[src/rtl/alu_decoder_pkg.sv]
// alu_decoder_pkg -- shared definitions for the decode stage and the execute ALU.
//
// Contents:
//   WORD_WIDTH       default datapath / instruction width
//   ALU_OP_WIDTH     width of the operator code sent to the execute ALU
//   ALU_*            operator codes understood by the execute ALU
//   OPC_*            RV32I major opcodes handled by the decoder
//   opa_sel_e        operand A source (zero, rs1, pc)
//   opb_sel_e        operand B source (zero, rs2, immediate)
//   buf_state_e      occupancy of the output/skid buffer
//   alu_op_from_funct3  maps funct3 (+ alternate bit) to an ALU operator
package alu_decoder_pkg;

  localparam int WORD_WIDTH   = 32;
  localparam int ALU_OP_WIDTH = 4;

  localparam logic [ALU_OP_WIDTH-1:0] ALU_ADD  = 4'd0;
  localparam logic [ALU_OP_WIDTH-1:0] ALU_SUB  = 4'd1;
  localparam logic [ALU_OP_WIDTH-1:0] ALU_SLL  = 4'd2;
  localparam logic [ALU_OP_WIDTH-1:0] ALU_SLT  = 4'd3;
  localparam logic [ALU_OP_WIDTH-1:0] ALU_SLTU = 4'd4;
  localparam logic [ALU_OP_WIDTH-1:0] ALU_XOR  = 4'd5;
  localparam logic [ALU_OP_WIDTH-1:0] ALU_SRL  = 4'd6;
  localparam logic [ALU_OP_WIDTH-1:0] ALU_SRA  = 4'd7;
  localparam logic [ALU_OP_WIDTH-1:0] ALU_OR   = 4'd8;
  localparam logic [ALU_OP_WIDTH-1:0] ALU_AND  = 4'd9;

  localparam logic [6:0] OPC_OP     = 7'b0110011;
  localparam logic [6:0] OPC_OP_IMM = 7'b0010011;
  localparam logic [6:0] OPC_LUI    = 7'b0110111;
  localparam logic [6:0] OPC_AUIPC  = 7'b0010111;

  localparam logic [6:0] FUNCT7_BASE = 7'b0000000;
  localparam logic [6:0] FUNCT7_ALT  = 7'b0100000;

  typedef enum logic [1:0] {OPA_ZERO, OPA_RS1, OPA_PC} opa_sel_e;
  typedef enum logic [1:0] {OPB_ZERO, OPB_RS2, OPB_IMM} opb_sel_e;
  typedef enum logic [1:0] {BUF_EMPTY, BUF_ONE, BUF_FULL} buf_state_e;

  // alt selects SUB over ADD and SRA over SRL; callers only set it where
  // funct7 is a real function field, never for an I-type immediate.
  function automatic logic [ALU_OP_WIDTH-1:0] alu_op_from_funct3(input logic [2:0] funct3,
                                                                input logic       alt);
    logic [ALU_OP_WIDTH-1:0] op;
    case (funct3)
      3'b000:  op = alt ? ALU_SUB : ALU_ADD;
      3'b001:  op = ALU_SLL;
      3'b010:  op = ALU_SLT;
      3'b011:  op = ALU_SLTU;
      3'b100:  op = ALU_XOR;
      3'b101:  op = alt ? ALU_SRA : ALU_SRL;
      3'b110:  op = ALU_OR;
      default: op = ALU_AND;
    endcase
    return op;
  endfunction

endpackage

[src/rtl/alu_decoder_instr_decode.sv]
// alu_decoder_instr_decode -- purely combinational RV32I integer-ALU decoder.
//
// Ports:
//   instr_i     32-bit instruction word
//   operator_o  ALU operator (ALU_ADD for illegal encodings)
//   opa_sel_o   operand A source
//   opb_sel_o   operand B source
//   imm_o       immediate, already extended to WORD_WIDTH
//   rd_we_o     register write enable (legal and rd != x0)
//   illegal_o   encoding not supported
//
// Configuration: define ALU_DECODER_UPPER_IMM_EN to decode LUI and AUIPC;
// otherwise both are reported illegal.
module alu_decoder_instr_decode
  import alu_decoder_pkg::*;
#(
  parameter int WORD_WIDTH = alu_decoder_pkg::WORD_WIDTH
) (
  input  logic [31:0]             instr_i,
  output logic [ALU_OP_WIDTH-1:0] operator_o,
  output opa_sel_e                opa_sel_o,
  output opb_sel_e                opb_sel_o,
  output logic [WORD_WIDTH-1:0]   imm_o,
  output logic                    rd_we_o,
  output logic                    illegal_o
);

  logic [6:0] opcode;
  logic [2:0] funct3;
  logic [6:0] funct7;
  logic       legal;

  // rs1 is routed to the register file directly by the top level.
  logic unused_rs1_field;
  assign unused_rs1_field = ^instr_i[19:15];

  assign opcode = instr_i[6:0];
  assign funct3 = instr_i[14:12];
  assign funct7 = instr_i[31:25];

  always_comb begin
    operator_o = ALU_ADD;
    opa_sel_o  = OPA_ZERO;
    opb_sel_o  = OPB_ZERO;
    imm_o      = '0;
    legal      = 1'b0;

    case (opcode)
      OPC_OP: begin
        // Only SUB and SRA have an alternate-funct7 form.
        if ((funct7 == FUNCT7_BASE) ||
            ((funct7 == FUNCT7_ALT) && ((funct3 == 3'b000) || (funct3 == 3'b101)))) begin
          legal      = 1'b1;
          operator_o = alu_op_from_funct3(funct3, funct7[5]);
          opa_sel_o  = OPA_RS1;
          opb_sel_o  = OPB_RS2;
        end
      end
      OPC_OP_IMM: begin
        if (funct3 == 3'b001) begin
          legal = (funct7 == FUNCT7_BASE);
          imm_o = WORD_WIDTH'(instr_i[24:20]);
        end else if (funct3 == 3'b101) begin
          legal = (funct7 == FUNCT7_BASE) || (funct7 == FUNCT7_ALT);
          imm_o = WORD_WIDTH'(instr_i[24:20]);
        end else begin
          legal = 1'b1;
          imm_o = WORD_WIDTH'($signed(instr_i[31:20]));
        end
        if (legal) begin
          // Bit 30 is immediate data except for the right-shift form.
          operator_o = alu_op_from_funct3(funct3, funct7[5] && (funct3 == 3'b101));
          opa_sel_o  = OPA_RS1;
          opb_sel_o  = OPB_IMM;
        end else begin
          imm_o = '0;
        end
      end
`ifdef ALU_DECODER_UPPER_IMM_EN
      OPC_LUI: begin
        legal     = 1'b1;
        opa_sel_o = OPA_ZERO;
        opb_sel_o = OPB_IMM;
        imm_o     = WORD_WIDTH'($signed({instr_i[31:12], 12'b0}));
      end
      OPC_AUIPC: begin
        legal     = 1'b1;
        opa_sel_o = OPA_PC;
        opb_sel_o = OPB_IMM;
        imm_o     = WORD_WIDTH'($signed({instr_i[31:12], 12'b0}));
      end
`endif
      default: ;
    endcase

    illegal_o = !legal;
    rd_we_o   = legal && (instr_i[11:7] != 5'd0);
  end

endmodule

[src/rtl/alu_decoder.sv]
// alu_decoder -- decode stage between fetch and the integer execute unit.
// Decodes RV32I OP / OP-IMM instructions, captures register operands at
// acceptance and buffers results in an output register plus one skid
// register so instr_ready_o can be a flop.
//
// Ports:
//   clk, rst_n                      clock, asynchronous active-low reset
//   instr_i, instr_pc_i             instruction and its PC
//   instr_valid_i / instr_ready_o   fetch-side handshake (ready registered)
//   rs1_addr_o, rs2_addr_o          register-file read addresses (combinational)
//   rs1_rdata_i, rs2_rdata_i        same-cycle register-file read data
//   ex_valid_o / ex_ready_i         execute-side handshake
//   ex_operator_o, ex_operand_a_o, ex_operand_b_o, ex_rd_addr_o,
//   ex_rd_we_o, ex_illegal_o        decoded payload
//
// Configuration: define ALU_DECODER_UPPER_IMM_EN to add LUI and AUIPC
// (AUIPC uses instr_pc_i as operand A); undefined, both decode illegal.
module alu_decoder
  import alu_decoder_pkg::*;
#(
  parameter int WORD_WIDTH     = alu_decoder_pkg::WORD_WIDTH,
  parameter int REG_ADDR_WIDTH = 5
) (
  input  logic                      clk,
  input  logic                      rst_n,
  input  logic [WORD_WIDTH-1:0]     instr_i,
  input  logic [WORD_WIDTH-1:0]     instr_pc_i,
  input  logic                      instr_valid_i,
  output logic                      instr_ready_o,
  output logic [REG_ADDR_WIDTH-1:0] rs1_addr_o,
  output logic [REG_ADDR_WIDTH-1:0] rs2_addr_o,
  input  logic [WORD_WIDTH-1:0]     rs1_rdata_i,
  input  logic [WORD_WIDTH-1:0]     rs2_rdata_i,
  output logic                      ex_valid_o,
  input  logic                      ex_ready_i,
  output logic [ALU_OP_WIDTH-1:0]   ex_operator_o,
  output logic [WORD_WIDTH-1:0]     ex_operand_a_o,
  output logic [WORD_WIDTH-1:0]     ex_operand_b_o,
  output logic [REG_ADDR_WIDTH-1:0] ex_rd_addr_o,
  output logic                      ex_rd_we_o,
  output logic                      ex_illegal_o
);

  typedef struct packed {
    logic [ALU_OP_WIDTH-1:0]   op;
    logic [WORD_WIDTH-1:0]     a;
    logic [WORD_WIDTH-1:0]     b;
    logic [REG_ADDR_WIDTH-1:0] rd;
    logic                      we;
    logic                      ill;
  } payload_t;

  logic [ALU_OP_WIDTH-1:0] dec_operator;
  opa_sel_e                dec_opa_sel;
  opb_sel_e                dec_opb_sel;
  logic [WORD_WIDTH-1:0]   dec_imm;
  logic                    dec_rd_we;
  logic                    dec_illegal;

  payload_t   new_payload;
  payload_t   out_d, out_q;
  payload_t   skid_d, skid_q;
  buf_state_e state_d, state_q;
  logic       instr_ready_d, instr_ready_q;
  logic       ex_valid;
  logic       accept;
  logic       drain;

  assign rs1_addr_o = REG_ADDR_WIDTH'(instr_i[19:15]);
  assign rs2_addr_o = REG_ADDR_WIDTH'(instr_i[24:20]);

  alu_decoder_instr_decode #(
    .WORD_WIDTH (WORD_WIDTH)
  ) u_instr_decode (
    .instr_i    (instr_i[31:0]),
    .operator_o (dec_operator),
    .opa_sel_o  (dec_opa_sel),
    .opb_sel_o  (dec_opb_sel),
    .imm_o      (dec_imm),
    .rd_we_o    (dec_rd_we),
    .illegal_o  (dec_illegal)
  );

`ifndef ALU_DECODER_UPPER_IMM_EN
  logic unused_pc;
  assign unused_pc = ^instr_pc_i;
`endif

  // Operands are sampled here, in the accept cycle; nothing is forwarded.
  always_comb begin
    new_payload     = '0;
    new_payload.op  = dec_operator;
    new_payload.rd  = REG_ADDR_WIDTH'(instr_i[11:7]);
    new_payload.we  = dec_rd_we;
    new_payload.ill = dec_illegal;
    case (dec_opa_sel)
      OPA_RS1: new_payload.a = rs1_rdata_i;
`ifdef ALU_DECODER_UPPER_IMM_EN
      OPA_PC:  new_payload.a = instr_pc_i;
`endif
      default: new_payload.a = '0;
    endcase
    case (dec_opb_sel)
      OPB_RS2: new_payload.b = rs2_rdata_i;
      OPB_IMM: new_payload.b = dec_imm;
      default: new_payload.b = '0;
    endcase
  end

  assign ex_valid = (state_q != BUF_EMPTY);
  assign accept   = instr_valid_i && instr_ready_q;
  assign drain    = ex_valid && ex_ready_i;

  // Accept is impossible in FULL because instr_ready_q is low there.
  always_comb begin
    state_d = state_q;
    out_d   = out_q;
    skid_d  = skid_q;
    case (state_q)
      BUF_EMPTY: begin
        if (accept) begin
          out_d   = new_payload;
          state_d = BUF_ONE;
        end
      end
      BUF_ONE: begin
        if (accept && drain) begin
          out_d = new_payload;
        end else if (accept) begin
          skid_d  = new_payload;
          state_d = BUF_FULL;
        end else if (drain) begin
          state_d = BUF_EMPTY;
        end
      end
      BUF_FULL: begin
        if (drain) begin
          out_d   = skid_q;
          state_d = BUF_ONE;
        end
      end
      default: state_d = BUF_EMPTY;
    endcase
    instr_ready_d = (state_d != BUF_FULL);
  end

  always_ff @(posedge clk or negedge rst_n) begin
    if (!rst_n) begin
      state_q       <= BUF_EMPTY;
      instr_ready_q <= 1'b1;
      out_q         <= '0;
      out_q.op      <= ALU_ADD;
      skid_q        <= '0;
      skid_q.op     <= ALU_ADD;
    end else begin
      state_q       <= state_d;
      instr_ready_q <= instr_ready_d;
      out_q         <= out_d;
      skid_q        <= skid_d;
    end
  end

  assign instr_ready_o  = instr_ready_q;
  assign ex_valid_o     = ex_valid;
  assign ex_operator_o  = out_q.op;
  assign ex_operand_a_o = out_q.a;
  assign ex_operand_b_o = out_q.b;
  assign ex_rd_addr_o   = out_q.rd;
  assign ex_rd_we_o     = out_q.we;
  assign ex_illegal_o   = out_q.ill;

endmodule

[config.mk]
export PLATFORM = sky130hd
export DESIGN_NAME = alu_decoder
export DESIGN_NICKNAME = d
export VERILOG_FILES = /design/src/rtl/alu_decoder_pkg.sv /design/src/rtl/alu_decoder_instr_decode.sv /design/src/rtl/alu_decoder.sv
export SDC_FILE = /design/constraint.sdc
export NUM_CORES = 1
export LEC_CHECK = 0
export CAP_MARGIN = 40
export CELL_PAD_IN_SITES_DETAIL_PLACEMENT = 1
export CELL_PAD_IN_SITES_GLOBAL_PLACEMENT = 1
export CORE_ASPECT_RATIO = 0.7
export CORE_MARGIN = 8
export CORE_UTILIZATION = 38
export DETAILED_ROUTE_END_ITERATION = 10
export PLACE_DENSITY_LB_ADDON = 0.15
export SLEW_MARGIN = 5
export SYNTH_ARGS = -nofsm -noshare
export SYNTH_HDL_FRONTEND = slang
export SYNTH_SLANG_ARGS = --single-unit
[constraint.sdc]
create_clock -name clk -period 3.2 [get_ports clk]
set_input_delay 0.8 -clock clk [delete_from_list [all_inputs] [get_ports clk]]
set_output_delay 0.8 -clock clk [all_outputs]
set_load 0.02 [all_outputs]
== Yosys cells after proc, flatten, opt, wreduce, memory -nomap -nowiden ==
Cells that the tools add are included.
Storage, ports and cells
  input port bits: 132
  logic and storage cells: 86
  output and inout bits: 87
  flip-flop bits (word level): 153
Cells by class
  equal/unequal tests: 18
  mux-type cells: 35
  bitwise gates (word level): 1
  reductions and logical operators: 18
Operators by type and width (number)
  75-bit 2-to-1 mux: 3
  75-bit one-hot mux with 3 select lines: 1
  32-bit 2-to-1 mux: 5
  32-bit one-hot mux with 2 select lines: 1
  4-bit one-hot mux with 7 select lines: 2
  7-bit by 6-bit equality test with 1-bit output (second input constant): 2
  2-bit 2-to-1 mux: 6
  1-bit 2-to-1 mux: 10
  3-bit equality test (second input constant): 3
  4-bit 2-to-1 mux: 2
  2-bit inequality test (second input constant): 4
  2-bit one-hot mux with 2 select lines: 2
  4-bit one-hot mux with 2 select lines: 1
  7-bit by 5-bit equality test with 1-bit output (second input constant): 1
  7-bit zero test: 1
  2-bit by 1-bit equality test with 1-bit output (second input constant): 3
  3-bit by 2-bit equality test with 1-bit output (second input constant): 2
  1-bit logical AND: 6
  2-bit one-hot mux with 3 select lines: 1
  5-bit nonzero test: 1
  2-bit equality test (second input constant): 2
  4-bit AND reduction: 1
  3-bit by 1-bit equality test with 1-bit output (second input constant): 1
  3-bit zero test: 1
  8 further kinds: 10

== Longest topological paths before layout ==
  depth after elaboration: 11
  depth in mapped cells: 13

== Modules after synthesis ==
Synthesis repeated with hierarchy kept, for this count alone.
Unflattened totals
  cell total of the unflattened synthesis: 663
  area total of the unflattened synthesis: 8249.2 sq um
By module, submodules not included
  alu_decoder: cells each 587, area an instance 7736.2 sq um, instances 1
  alu_decoder_instr_decode: cells each 76, area an instance 513.0 sq um, instances 1

== Least setup slack after synthesis ==
Ideal clock, no wire load.
  kind: input -> register
  start point: input instr_i[2]
  end point: register out_q (netlist bit ex_operand_b_o[17])
  arrival time: 2.902 ns
  path buffers: 3
  cell stages on the path: 13
  path slack: 0.221 ns
  library setup time: 0.077 ns
  path through: nand4bb_1 or2_0 buf_2 or3_1 inv_1 ha_1 nor2b_1 and4bb_2 buf_2 buf_2 a22oi_1 nand2b_1 a21oi_1
On the way
  longest elaborated chain between the ends: 6
  elaborated cells on any way between the ends: 10
Ends and longest elaborated chain
  from (decl): line alu_decoder.sv:26  | input logic [WORD_WIDTH-1:0] instr_i,
  7-bit by 5-bit equality test with 1-bit output / 7-bit by 6-bit equality test with 1-bit output (equally long branches): line alu_decoder_instr_decode.sv:48  | case (opcode)
  2-bit one-hot mux with 2 select lines: line alu_decoder_instr_decode.sv:48
  2-bit equality test / 2-bit by 1-bit equality test with 1-bit output (equally long branches): line alu_decoder.sv:103  | case (dec_opb_sel)
  32-bit one-hot mux with 2 select lines *: line alu_decoder.sv:103
  75-bit 2-to-1 mux (on tied branches): line alu_decoder.sv:127, alu_decoder.sv:121
  75-bit one-hot mux with 3 select lines *: line alu_decoder.sv:119  | case (state_q)
  to (signal assigned): line alu_decoder.sv:158  | out_q <= out_d;
  to (decl): line alu_decoder.sv:61  | payload_t out_d, out_q;
Mark *: on every way between the ends. The rest lies on a longest branch, timed or not. The select of a mux whose other input is x is not followed.
A chain may end at the register's enable or synchronous reset.

== Final worst setup path ==
  start point: input instr_i[2]
  end point: register skid_q[21] (netlist bit)
On the way
  longest elaborated chain between the ends: 4
  elaborated cells on any way between the ends: 7
Ends and longest elaborated chain
  7-bit by 5-bit equality test with 1-bit output / 7-bit by 6-bit equality test with 1-bit output (equally long branches): line alu_decoder_instr_decode.sv:48
  2-bit one-hot mux with 2 select lines: line alu_decoder_instr_decode.sv:48
  2-bit equality test / 2-bit by 1-bit equality test with 1-bit output (equally long branches): line alu_decoder.sv:103
  32-bit one-hot mux with 2 select lines *: line alu_decoder.sv:103
  to (signal assigned): line alu_decoder.sv:159  | skid_q <= skid_d;
  to (decl): line alu_decoder.sv:62  | payload_t skid_d, skid_q;
Mark *: on every way between the ends. The rest lies on a longest branch, timed or not.

==> summary.log <==
INFO  final_layout   antenna_cells=0
INFO  logic_synthesis synth_sequential_area_ratio=53.9%
INFO  clock_network  clk_pin_slew_worst_paths=0.07ns
INFO  outcome        outcome=finished clean
INFO  floorplanning  initial_utilization=38.2%
INFO  floorplanning  floorplan.die_area=23400µm²
INFO  critical_path  worstPathArrival=3.42ns
INFO  floorplanning  core-area=18600µm²
INFO  global_routing globalRoute.totalOverflow=0
INFO  clock_network  clk-insertion-delay-late=0.42ns
INFO  logic_synthesis count_of_synthesis_stage_warnings_from_yosys=0
INFO  critical_path  crit_type=input port to flop
INFO  sta            period_share=97.0%
INFO  clock_network  cts_buffers=17
INFO  final_layout   layout_commonest_cell=sky130_fd_sc_hd__clkdlybuf4s50_1
INFO  clock_network  clock_tree_from_tritoncts=yes
INFO  logic_synthesis synth_ff_type=sky130_fd_sc_hd__dfrtp_1
INFO  sta            hold_ws=0.360ns
INFO  logic_synthesis synthesis.area_per_instance=9.40µm²
INFO  critical_path  worst-endpoint-required=3.51ns
INFO  floorplanning  fp.dieH=130µm
INFO  sta            timing.final.setup_violations=0
INFO  worst_hold_path worst_hold_path_type=input port to async pin
INFO  clock_network  cts-htree-levels=4
INFO  power_and_ir_drop power.leakage=0.00406µW
INFO  route          number_of_drc_violations_after_detailed_routing_iteration_0=416
INFO  floorplanning  boundaryPins=219
INFO  final_layout   post_route_cells_drive_above_1_share=13.5%
INFO  power_and_ir_drop ir_drop=0.332mV
INFO  sta            slew_headroom=51.5%
INFO  floorplanning  num_rows=42
INFO  final_layout   post_layout_nonfiller_instances=1175
INFO  final_layout   nets=1054
INFO  clock_network  clock-sinks=153
INFO  critical_path  critPathCaptureType=flop
INFO  power_and_ir_drop power.density_cell_area=645nW/µm²
INFO  final_layout   most-common-layout-cells=172 x sky130_fd_sc_hd__clkdlybuf4s50_1, 152 x sky130_fd_sc_hd__dfrtp_1, 146 x sky130_fd_sc_hd__nand2_1
INFO  placed_design  dp.cells=1140
INFO  sta            finalHoldViolCount=0
INFO  sta            layout_min_cycle_time=3.10ns
INFO  placed_design  place.port_buffers=176
INFO  route          drtAntennaViolNets=0
INFO  final_layout   syn2layout_area_growth=40.3%
INFO  global_routing first_global_vias=7219
INFO  route          wire_per_inst=20.6µm
INFO  sta            final.setup_skew=0.00825ns
INFO  route          drc=0
INFO  placed_design  dp.final_hpwl=16300µm
INFO  clock_network  cts_buffer_depth=2
INFO  floorplanning  die_w=179µm
INFO  route          drt_pre_antenna_iters=5
INFO  sta            tightestPinTransition=0.726ns
INFO  sta            timing_max_transition_violations_final=0
INFO  critical_path  cp_max_fo=7
INFO  global_routing grt_antenna_before_repair=2
INFO  clock_network  clock-root-buffer=sky130_fd_sc_hd__clkbuf_16
INFO  logic_synthesis synth_edf_count=0
INFO  global_routing grtUsageTotal=20.5%
INFO  global_routing grt_first_pass_wirelength=38400µm
INFO  logic_synthesis postSynthCellCount=756
INFO  sta            setup_tns=0ns
INFO  route          vias=6498
INFO  logic_synthesis syn-num-nets=890
INFO  critical_path  critical_path.startpoint_type=input port
INFO  logic_synthesis register_bit_count_reported_by_yosys=153
INFO  logic_synthesis synthesis.area=7110µm²
INFO  clock_network  cts-hold-fix-buffers=0
INFO  route          viasPerCell=5.53
INFO  logic_synthesis asyncSetResetFlopFracSynth=100%
INFO  route          detail_route.wirelength=24200µm
INFO  logic_synthesis post_synth_num_cell_types=48
INFO  run            total_of_max_cap_violations=0
INFO  final_layout   num-fill-cells=2065
INFO  critical_path  regToRegSetupSlack=1.05ns
INFO  global_routing pin_count_of_the_biggest_net_entering_global_routing=72
INFO  placed_design  globalplace.congestion=0.812
INFO  power_and_ir_drop total_power=6430µW
INFO  sta            clock.fmax=322MHz
-- final cells by class --
cell class	instances	area (µm²)	area share (%)
clock inverters	15	115	1.15
well taps	242	303	3.04
flip-flops and latches	153	3830	38.4
clock buffers	17	425	4.27
multi-input cells	526	3050	30.6
repair buffers	218	2230	22.4
inverters	4	15.0	0.151
-- sequential cells by signal, indices dropped and copies added (netlist names) --
register and count:
ex_rd_addr_o 5, skid_q 75, ex_illegal_o 1, state_q 2, ex_operator_o 4, ex_operand_b_o 32, ex_operand_a_o 32, ex_rd_we_o 1
instr_ready_o 1
-- through the flow --
step | worst slack (ns) | utilization, % | area (µm²)
after global routing | -0.00920 | 53.6 | 9970
final | 0.0967 | 53.6 | 9970
after CTS | 0.0112 | 52.9 | 9830
after floorplan | 0.221 | - | 7110
after detailed placement | -0.486 | 49.9 | 9280
after global placement | -0.332 | 49.7 | 9250
-- synthesized netlist by cell type, drive strengths merged (2+ instances only) --
cell type  number  area [µm²]
a32oi           5        43.8
nand2b         32         200
a31oi           6        37.5
o21ai          53         265
nand4           5        31.3
nand2         156         653
a221oi          5        43.8
nor2b           3        18.8
nor2           45         171
a22oi          27         203
dfrtp         152        3800
inv             4        15.0
nand3          40         200
a21oi          61         305
or3             2        12.5
o31ai          21         158
or2             3        18.8
ha              2        25.0
mux2            5        56.3
buf            26         166
o211ai         37         323
a21o            3        22.5
clkbuf         47         176
-- worst paths after layout --
kind | startpoint | endpoint | cells after the start
setup / recovery | instr_i[2] | skid_q[21]$_DFFE_PN0P_ | 11
hold / removal | rst_n | ex_operand_b_o[13]$_DFFE_PN0P_ | 1
setup reg to reg | instr_ready_o$_DFF_PN1_ | ex_operator_o[0]$_DFFE_PN0P_ | 7
hold reg to reg | skid_q[19]$_DFFE_PN0P_ | skid_q[19]$_DFFE_PN0P_ | 2
max in group asynchronous | rst_n | skid_q[15]$_DFFE_PN0P_ | 2
min in group clk | skid_q[19]$_DFFE_PN0P_ | skid_q[19]$_DFFE_PN0P_ | 2
-- what timing repair did --
item | CTS | global route
gates resized for setup | 2 | 20
setup endpoints to repair | 5 | 53
pin swaps | 0 | 4
buffers inserted | 0 | 0
cloned | 0 | 3
-- power breakdown --
part           switching (µW)  leakage (µW)  internal, µW
registers                 196       0.00205          2230
logic                    1250       0.00176           873
clock network             876      0.000257          1000
total                    2330       0.00406          4110
-- critical path, stage by stage --
cell and delay, ns:
sky130_fd_sc_hd__clkdlybuf4s50_1 0.39, sky130_fd_sc_hd__nand4bb_1 0.24, sky130_fd_sc_hd__or2_0 0.30, sky130_fd_sc_hd__or3_4 0.39
sky130_fd_sc_hd__inv_1 0.07, sky130_fd_sc_hd__ha_1 0.15, sky130_fd_sc_hd__nor2b_4 0.14, sky130_fd_sc_hd__and4bb_4 0.34
sky130_fd_sc_hd__clkbuf_16 0.19, sky130_fd_sc_hd__a22oi_1 0.11, sky130_fd_sc_hd__o31ai_1 0.28
-- logic make-up (layout without fill, tap and decap cells) --
group | count (synthesis) | in the layout | synth area share [%]
simple gates | 293 | 293 | 19.2
compound gates | 224 | 224 | 20.5
flops | 153 | 153 | 53.9
buf+inv | 77 | 254 | 5.03
mux | 6 | 6 | 0.933
fa+ha+maj | 2 | 2 | 0.352
xor+xnor | 1 | 1 | 0.123
-- layer usage --
| layer | global-route usage (%) | wire length [µm] | vias up |
|---|---|---|---|
| li1 | - | - | 2968 |
| met1 | 25.6 | 10700 | 3317 |
| met2 | 34.7 | 11800 | 179 |
| met3 | 5.69 | 1350 | 30 |
| met4 | 5.47 | 310 | 4 |
| met5 | 0 | 27 | - |
No activity file was read; power rests on OpenSTA's default activity.
